--- src/rtl/uart_pkg.sv ---
// Shared UART definitions: state encoding, parity modes and the divisor width.
// Used by both the transmitter and the receiver.
package uart_pkg;

   localparam int BAUD_W = 20;

   localparam int PAR_NONE = 0;
   localparam int PAR_EVEN = 1;
   localparam int PAR_ODD  = 2;

   typedef enum logic [2:0] {
      IDLE   = 3'd0,
      START  = 3'd1,
      DATA   = 3'd2,
      PARITY = 3'd3,
      STOP   = 3'd4
   } uart_state_e;

   // Even parity is the XOR of the active data bits; odd parity inverts it.
   function automatic logic parity_bit(input logic [7:0] data, input int data_bits, input int mode);
      logic p;
      p = 1'b0;
      for (int i = 0; i < 8; i++) begin
         if (i < data_bits) p = p ^ data[i];
      end
      return (mode == PAR_ODD) ? ~p : p;
   endfunction

endpackage

--- src/rtl/PipeReg.sv ---
// Generic register with asynchronous active-low reset to a parameterised value.
// All architectural state in the UART blocks is held in these.
module PipeReg #(
   parameter int               WIDTH     = 1,
   parameter logic [WIDTH-1:0] RESET_VAL = '0
) (
   input  logic             clk,
   input  logic             rst,
   input  logic [WIDTH-1:0] d,
   output logic [WIDTH-1:0] q
);

   always_ff @(posedge clk or negedge rst) begin
      if (!rst) q <= RESET_VAL;
      else      q <= d;
   end

endmodule

--- src/rtl/tx_bit_timer.sv ---
// Bit-period timer: counts clocks within one bit and strobes bit_end on the last one.
// A divisor of 0 behaves like 1, giving one clock per bit.
module tx_bit_timer
   import uart_pkg::*;
(
   input  logic              clk,
   input  logic              rst,
   input  logic              run,
   input  logic              restart,
   input  logic [BAUD_W-1:0] divisor,
   output logic              bit_end
);

   logic [BAUD_W-1:0] cnt_q;
   logic [BAUD_W-1:0] cnt_d;
   logic [BAUD_W-1:0] limit;

   // The counter sits at zero whenever no frame is running so every frame starts aligned.
   always_comb begin
      limit   = (divisor == '0) ? '0 : divisor - BAUD_W'(1);
      bit_end = run & (cnt_q == limit);
      cnt_d   = (restart | ~run | bit_end) ? '0 : cnt_q + BAUD_W'(1);
   end

   PipeReg #(.WIDTH(BAUD_W), .RESET_VAL('0)) u_cnt (
      .clk (clk),
      .rst (rst),
      .d   (cnt_d),
      .q   (cnt_q)
   );

endmodule

--- src/rtl/uart_tx.sv ---
// UART transmit serializer: valid/ready byte input, start + LSB-first data + optional
// parity + stop bits on tx_out. The line is registered so reset returns it high cleanly.
module uart_tx
   import uart_pkg::*;
#(
   parameter int DATA_BITS = 8,
   parameter int STOP_BITS = 1,
   parameter int PARITY    = PAR_NONE
) (
   input  logic              clk,
   input  logic              rst,
   input  logic [BAUD_W-1:0] baud,
   input  logic              tx_en,
   input  logic              tx_valid,
   input  logic [7:0]        tx_data,
   output logic              tx_ready,
   output logic              tx_out,
   output logic              tx_busy,
   output logic              tx_done
);

   uart_state_e       state_q;
   uart_state_e       state_d;
   logic [2:0]        state_raw;
   logic [2:0]        bit_idx_q;
   logic [2:0]        bit_idx_d;
   logic [7:0]        data_q;
   logic [7:0]        data_d;
   logic [BAUD_W-1:0] baud_q;
   logic [BAUD_W-1:0] baud_d;
   logic              line_q;
   logic              line_d;
   logic              bit_end;
   logic              last_stop;
   logic              frame_end;
   logic              accept;

   assign state_q = uart_state_e'(state_raw);

   // Handshake and status; ready depends only on registered state, bit_end and tx_en.
   always_comb begin
      last_stop = (state_q == STOP) && (bit_idx_q == 3'(STOP_BITS - 1));
      frame_end = last_stop & bit_end;
      tx_ready  = tx_en & ((state_q == IDLE) | frame_end);
      accept    = tx_valid & tx_ready;
      tx_done   = frame_end;
      tx_busy   = (state_q != IDLE);
      tx_out    = line_q;
   end

   // Next-state: bit_idx doubles as the data index and the stop-bit count.
   always_comb begin
      state_d   = state_q;
      bit_idx_d = bit_idx_q;
      data_d    = data_q;
      baud_d    = baud_q;
      if (accept) begin
         state_d   = START;
         bit_idx_d = 3'd0;
         data_d    = tx_data;
         baud_d    = baud;
      end else begin
         case (state_q)
            IDLE: begin
               state_d = IDLE;
            end
            START: begin
               if (bit_end) begin
                  state_d   = DATA;
                  bit_idx_d = 3'd0;
               end
            end
            DATA: begin
               if (bit_end) begin
                  if (bit_idx_q == 3'(DATA_BITS - 1)) begin
                     state_d   = (PARITY != PAR_NONE) ? uart_pkg::PARITY : STOP;
                     bit_idx_d = 3'd0;
                  end else begin
                     bit_idx_d = bit_idx_q + 3'd1;
                  end
               end
            end
            uart_pkg::PARITY: begin
               if (bit_end) begin
                  state_d   = STOP;
                  bit_idx_d = 3'd0;
               end
            end
            STOP: begin
               if (bit_end) begin
                  if (last_stop) begin
                     state_d   = IDLE;
                     bit_idx_d = 3'd0;
                  end else begin
                     bit_idx_d = bit_idx_q + 3'd1;
                  end
               end
            end
            default: begin
               state_d   = IDLE;
               bit_idx_d = 3'd0;
            end
         endcase
      end
   end

   // Line level is decoded from the next state so tx_out changes exactly at bit boundaries.
   always_comb begin
      case (state_d)
         START:            line_d = 1'b0;
         DATA:             line_d = data_d[bit_idx_d];
         uart_pkg::PARITY: line_d = parity_bit(data_d, DATA_BITS, PARITY);
         default:          line_d = 1'b1;
      endcase
   end

   PipeReg #(.WIDTH(3), .RESET_VAL(3'(IDLE))) u_state (
      .clk (clk),
      .rst (rst),
      .d   (state_d),
      .q   (state_raw)
   );

   PipeReg #(.WIDTH(3), .RESET_VAL(3'd0)) u_bit_idx (
      .clk (clk),
      .rst (rst),
      .d   (bit_idx_d),
      .q   (bit_idx_q)
   );

   PipeReg #(.WIDTH(8), .RESET_VAL(8'd0)) u_data (
      .clk (clk),
      .rst (rst),
      .d   (data_d),
      .q   (data_q)
   );

   PipeReg #(.WIDTH(BAUD_W), .RESET_VAL('0)) u_baud (
      .clk (clk),
      .rst (rst),
      .d   (baud_d),
      .q   (baud_q)
   );

   PipeReg #(.WIDTH(1), .RESET_VAL(1'b1)) u_line (
      .clk (clk),
      .rst (rst),
      .d   (line_d),
      .q   (line_q)
   );

   tx_bit_timer u_timer (
      .clk     (clk),
      .rst     (rst),
      .run     (state_q != IDLE),
      .restart (accept),
      .divisor (baud_q),
      .bit_end (bit_end)
   );

endmodule

--- config.mk ---
export PLATFORM = sky130hd
export DESIGN_NAME = uart_tx
export DESIGN_NICKNAME = d
export VERILOG_FILES = /design/src/rtl/uart_pkg.sv /design/src/rtl/PipeReg.sv /design/src/rtl/tx_bit_timer.sv /design/src/rtl/uart_tx.sv
export SDC_FILE = /design/constraint.sdc
export NUM_CORES = 1
export LEC_CHECK = 0
export CAP_MARGIN = 30
export CORE_MARGIN = 1
export CORE_UTILIZATION = 45
export DETAILED_ROUTE_END_ITERATION = 10
export PLACE_DENSITY = 0.69
export SLEW_MARGIN = 40
export SYNTH_ARGS = -nofsm -noshare
export SYNTH_HDL_FRONTEND = slang
export SYNTH_HIERARCHICAL = 1
export SYNTH_SLANG_ARGS = --single-unit
--- constraint.sdc ---
create_clock -name clk -period 6.2 [get_ports clk]
set_clock_uncertainty 0.2 [all_clocks]
set_input_delay 0.62 -clock clk [delete_from_list [all_inputs] [get_ports clk]]
set_output_delay 0.62 -clock clk [all_outputs]
set_load 0.02 [all_outputs]
==> impl_metrics.tcl <==
set metrics [dict create \
    cts_resized 0 \
    p_leak_nw 1.88 \
    synth-seq-cells 55 \
    wl_met1_um 4410 \
    path_clk_slew_ns 0.11 \
    synth_fp_nets 515 \
    hold_buffers 0 \
    final_cells 604 \
    finalSetupViolCount 0 \
    async_flop_share 1.00 \
    dr_wl_met2_um 3870 \
    ios 36 \
    critPathLaunchType "flip-flop" \
    tightest_slew_ns 0.772 \
    nets 535 \
    fp-row-count 33 \
    worst-setup-path-type "reg -> out" \
    overflow 0 \
    pre_cts_slack_ns 0.758 \
    synth_edf_count 0 \
    placed_cell_area_um2 4270 \
    insertion_delay_ns 0.32 \
    wl_per_cell_um 14.5 \
    vias_per_cell 5.56 \
    slew-limit-headroom 0.481 \
    synthCells 478 \
    fin_crit_sh 0.912 \
    start_util 0.469 \
    cp.required_ns 5.38 \
    drc 0 \
    post-cts-setup-buffer-count 0 \
    htreeDepth 2 \
    postRouteAntennaNets 0 \
    hp-class "in -> async" \
    irDropWorstVdd_uv 253 \
    final_cell_mix "nand2_1 (122), dfrtp_1 (54), nor2_1 (36)" \
    io_buffer_count 35 \
    fin_tns_setup_ns 0 \
    synth_cell_types 68 \
    clock_path_buffers 2 \
    syn_avg_cell_area_um2 8.14 \
    design_area_um2 4370 \
    cts.root.buffer_cell "clkbuf_8" \
    end_kind "output port" \
    dp.cells 596 \
    crit_buf_inv 2 \
    crit_chain "or4_1, nor4_1, xor3_1, or4b_2, o311ai_0, o21ai_0, nor4_4, buf_4, nand3b_1, nand2_1, and3_1, clkdlybuf4s50_1" \
    wl_met3_um 385 \
    tritoncts "built" \
    synth_warnings 6 \
    grt_max_degree 56 \
    setup_ws_ns 0.544 \
    cts.sinks 55 \
    layout_commonest_cell "nand2_1" \
    finalCriticalPeriod_ns 5.66 \
    finalMaxSlewViolations 0 \
    synth_ff_type "dfrtp_1" \
    grt_pass1_wl_um 15200 \
    hpwl_um 6400 \
    highest_layer "met4" \
    cp_max_fo 15 \
    numCtsBuffers 5 \
    fmax_mhz 177 \
    cp_top_family "simple AND/OR/NAND/NOR gates" \
    dieHeight_um 95.0 \
    hold_viol_final 0 \
    rr_worst_depth 16 \
    via_count 3360 \
    syn_area_um2 3890 \
    dieArea_um2 9020 \
    crit_cells 12 \
    cap_violations 0 \
    die_x_um 95.0 \
    slowest_delay_ns 0.62 \
    arrival_ns 4.84 \
    firstDrtPassIters 4 \
    status "complete, no violations" \
    wirelength_um 8760 \
    crit_slowest_cell "nor4_1" \
    synth-seq-area-share 0.354 \
    core-area_um2 8300 \
    drive_gt1_frac 0.0762 \
    gp_congestion 0.859 \
    grt.total_usage 0.214 \
    power.density_nw_per_um2 479 \
    antenna_found_initial 0 \
    drt-initial-drc-count 212 \
    rsz0062_at_grt "no" \
    antenna_cells 0 \
    syn2layout_area_growth_pct 12.4 \
    grt_pass1_vias 3096 \
]
-- final timing paths --
check / start / end / slack, ns
worst min-delay path: rst / u_timer/u_cnt/q[0] / 0.22
worst min register to register: u_data/q[4] / u_data/q[4] / 0.33
worst max-delay path: u_baud/q[2] / tx_ready / 0.54
max in group asynchronous: rst / u_baud/q[13] / 5.13
min in group clk: u_data/q[4] / u_data/q[4] / 0.33
worst max register to register: u_baud/q[2] / u_line/q / 0.66
-- cell type report --
cell class	instances	area, µm²
Clock buffer	6	82.6
Clock inverter	2	18.8
Fill cell	771	3930
Inverter	10	38.8
Multi-Input combinational cell	387	2350
Sequential cell	55	1380
Tap cell	105	131
Timing Repair Buffer	39	375
-- through the flow --
| step | total power [mW] | hold WS [ns] | utilization |
|---|---|---|---|
| 6_report | 2.10 | 0.223 | 0.527 |
| 2_1_floorplan | 1.60 | 0.124 | - |
| 3_5_place_dp | 1.87 | 0.306 | 0.515 |
| 3_3_place_gp | 1.85 | 0.301 | 0.515 |
| 4_1_cts | 2.09 | 0.259 | 0.527 |
| 5_1_grt | 2.29 | 0.297 | 0.527 |
-- kinds of logic (layout without fill, tap and decap cells) --
group / Yosys count / count (layout) / share of synthesized area
buffers and inverters: 36 / 57 / 0.0441
and+or+nand+nor: 253 / 253 / 0.311
muxes: 10 / 10 / 0.0296
AOI/OAI and AO/OA: 70 / 70 / 0.131
xor gates and xnor gates: 49 / 49 / 0.114
adders and majority gates: 5 / 5 / 0.0161
DFF: 55 / 55 / 0.354
-- power by group --
group	switching (mW)	total, mW	internal, mW	leakage [nW]
Combinational	0.634	1.20	0.563	1.11
Clock	0.127	0.221	0.0937	0.0493
Sequential	0.205	0.679	0.474	0.723
-- registers in the layout, indices dropped and copies added, names as in the netlist --
name             count
u_baud/q            20
u_timer/u_cnt/q     20
u_data/q             8
u_bit_idx/q          3
u_state/q            3
u_line/q             1
-- cells in the mapped netlist, drive strengths merged, types with 6 or more instances --
| master | n | area (µm²) |
|---|---|---|
| nor2 | 36 | 135 |
| o21ai | 11 | 55.1 |
| nand2 | 122 | 458 |
| and3 | 7 | 43.8 |
| clkbuf | 14 | 52.6 |
| a21oi | 17 | 88.8 |
| nor3 | 15 | 75.1 |
| dfrtp | 54 | 1350 |
| buf | 12 | 80.1 |
| xnor2 | 35 | 307 |
| nand3 | 17 | 90.1 |
| nor4 | 9 | 68.8 |
| or3 | 8 | 50.1 |
| xor2 | 13 | 114 |
| nand4 | 6 | 37.5 |
| mux2 | 6 | 75.1 |
| inv | 9 | 33.8 |
-- layer usage --
layer	GRT usage	vias up
met5	0	-
met4	0.0593	0
met3	0.0314	6
met2	0.306	90
met1	0.330	1573
li1	-	1691
No activity file was read; power rests on OpenSTA's default activity.
==> edit, RTL diff (same flow settings) <==
Set the parameter `RESET_VAL` to 1'b0 (it was 1'b1).
--- a/src/rtl/uart_tx.sv
+++ b/src/rtl/uart_tx.sv
@@ -142,7 +142,7 @@
       .q   (baud_q)
    );
 
-   PipeReg #(.WIDTH(1), .RESET_VAL(1'b1)) u_line (
+   PipeReg #(.WIDTH(1), .RESET_VAL(1'b0)) u_line (
       .clk (clk),
       .rst (rst),
       .d   (line_d),
Check against the original RTL: not equivalent (a bounded check fails within 4 cycles, from zero or initial values and one cycle with rst low).
==> edit against the original RTL <==
Total power shrank 0.19%. Wire length grew 2.0%. Synthesized area is essentially flat. Setup slack gained 0.033 ns. Non-clock buffer count grew 1. Sequential cell count is the same. Register-to-register slack gained 0.22 ns. Final area shrank 0.17%. Critical endpoint is now tx_done. Largest cell class unchanged. Largest power group unchanged.
==> edit: results (changes against the original RTL) <==
The overall fraction of global-route tracks in use came to 0.219 (+0.00503). The count of placed standard cells including taps is 597 (+0.17%). The via count of the routed design came out at 3383 (+0.68%). The detailed-router iteration count before antenna repair came out at 7 (+3).

The final estimated routing congestion in global placement came out at 0.911 (+6.0%). The number of distinct standard cells referenced by the synthesized netlist came out at 67 (-1.5%). The CTS buffer count came to 5 (unchanged). The share of the core filled with cells is 0.526 (-0.000905).

In the synthesized netlist, the cells that appear most often are 122 x sky130_fd_sc_hd__nand2_1, 55 x sky130_fd_sc_hd__dfrtp_1, 36 x sky130_fd_sc_hd__nor2_1, 35 x sky130_fd_sc_hd__xnor2_1. The clock root buffer is sky130_fd_sc_hd__clkbuf_8. The filler-free cell count of the finished design was 605 (+0.17%). The detailed-route wire length came out at 8.93 mm (+2.0%). The cell with the largest stage delay on the worst path is sky130_fd_sc_hd__clkdlybuf4s50_1. The measured slew at the worst slew-check pin came out at 0.778 ns (+0.00601 ns). The violation count after the first detailed-route iteration was 261 (+23%). The sequential area share after synthesis was 0.354 (about the same).

The maximum VDD drop came out at 261 µV (+3.4%). The design internal power came to 1.12 mW (-1.2%). After synthesis, the cell types taking the most area are sky130_fd_sc_hd__dfrtp_1 35%, sky130_fd_sc_hd__nand2_1 12%, sky130_fd_sc_hd__xnor2_1 7.9%. The critical path arrival came out at 4.80 ns (-0.04 ns). The share of post-route cells with drive strength above 1 is 0.0760 (-0.000152). The maximum fanout encountered on the critical timing path came out at 16 (+1).

The standby leakage power is 1.89 nW (+0.42%). The final net count is 536 (+0.19%). The count of fill cells added during filler insertion is 804 (+4.3%). The via count of the first global-routing pass came to 3150 (+1.7%). The sum of net half-perimeters after detailed placement came out at 6.48 mm (+1.3%).

The run finished with clean final reports.
[edit: cell count changes in the layout (fill, tap and decap cells not counted), sizes merged]
cell / delta
dfstp: -1
clkinvlp: -1
clkinv: +2
buf: +1
dfrtp: +1
clkbuf: -1
[edit: logic make-up after synthesis]
| kind of cell | synth area share |
|---|---|
| compound gates | 0.131 |
| xor+xnor | 0.114 |
| mux | 0.0296 |
| buf+inv | 0.0441 |
| simple gates | 0.311 |
| fa+ha+maj | 0.0161 |
| flops | 0.354 |
[edit: path summary, 6_finish.rpt]
path	start	endpoint	slack (ns)	cells past startpoint
max	u_baud/q[2]	tx_done	0.58	11
min	rst	u_timer/u_cnt/q[6]	0.23	2
max in group asynchronous	rst	u_state/q[0]	5.10	2
min in group clk	u_data/q[3]	u_data/q[3]	0.33	2
min reg2reg	u_data/q[3]	u_data/q[3]	0.33	2
max reg2reg	u_baud/q[2]	u_line/q	0.88	16
[edit: per-layer routing]
layer | GRT usage | vias up | routed length (µm)
met2 | 0.337 | 62 | 4050
li1 | - | 1697 | -
met4 | 0.0417 | 0 | 47
met1 | 0.322 | 1620 | 4450
met3 | 0.0378 | 4 | 386
met5 | 0 | - | 0
[edit: power by group through the flow]
stage               Sequential (mW)  Clock [mW]  Combinational (mW)
floorplan                     0.590           0                1.01
global placement              0.679           0                1.18
detailed placement            0.685           0                1.19
CTS                           0.678       0.213                1.20
global route                  0.708       0.226                1.35
finish                        0.682       0.206                1.20
[edit: final cells by class]
cell class,count,area share
well taps,105,0.0301
clock buffers,5,0.0158
flip-flops and latches,55,0.315
inverters,10,0.00888
clock inverters,3,0.00430
repair buffers,40,0.0877
multi-input cells,387,0.538
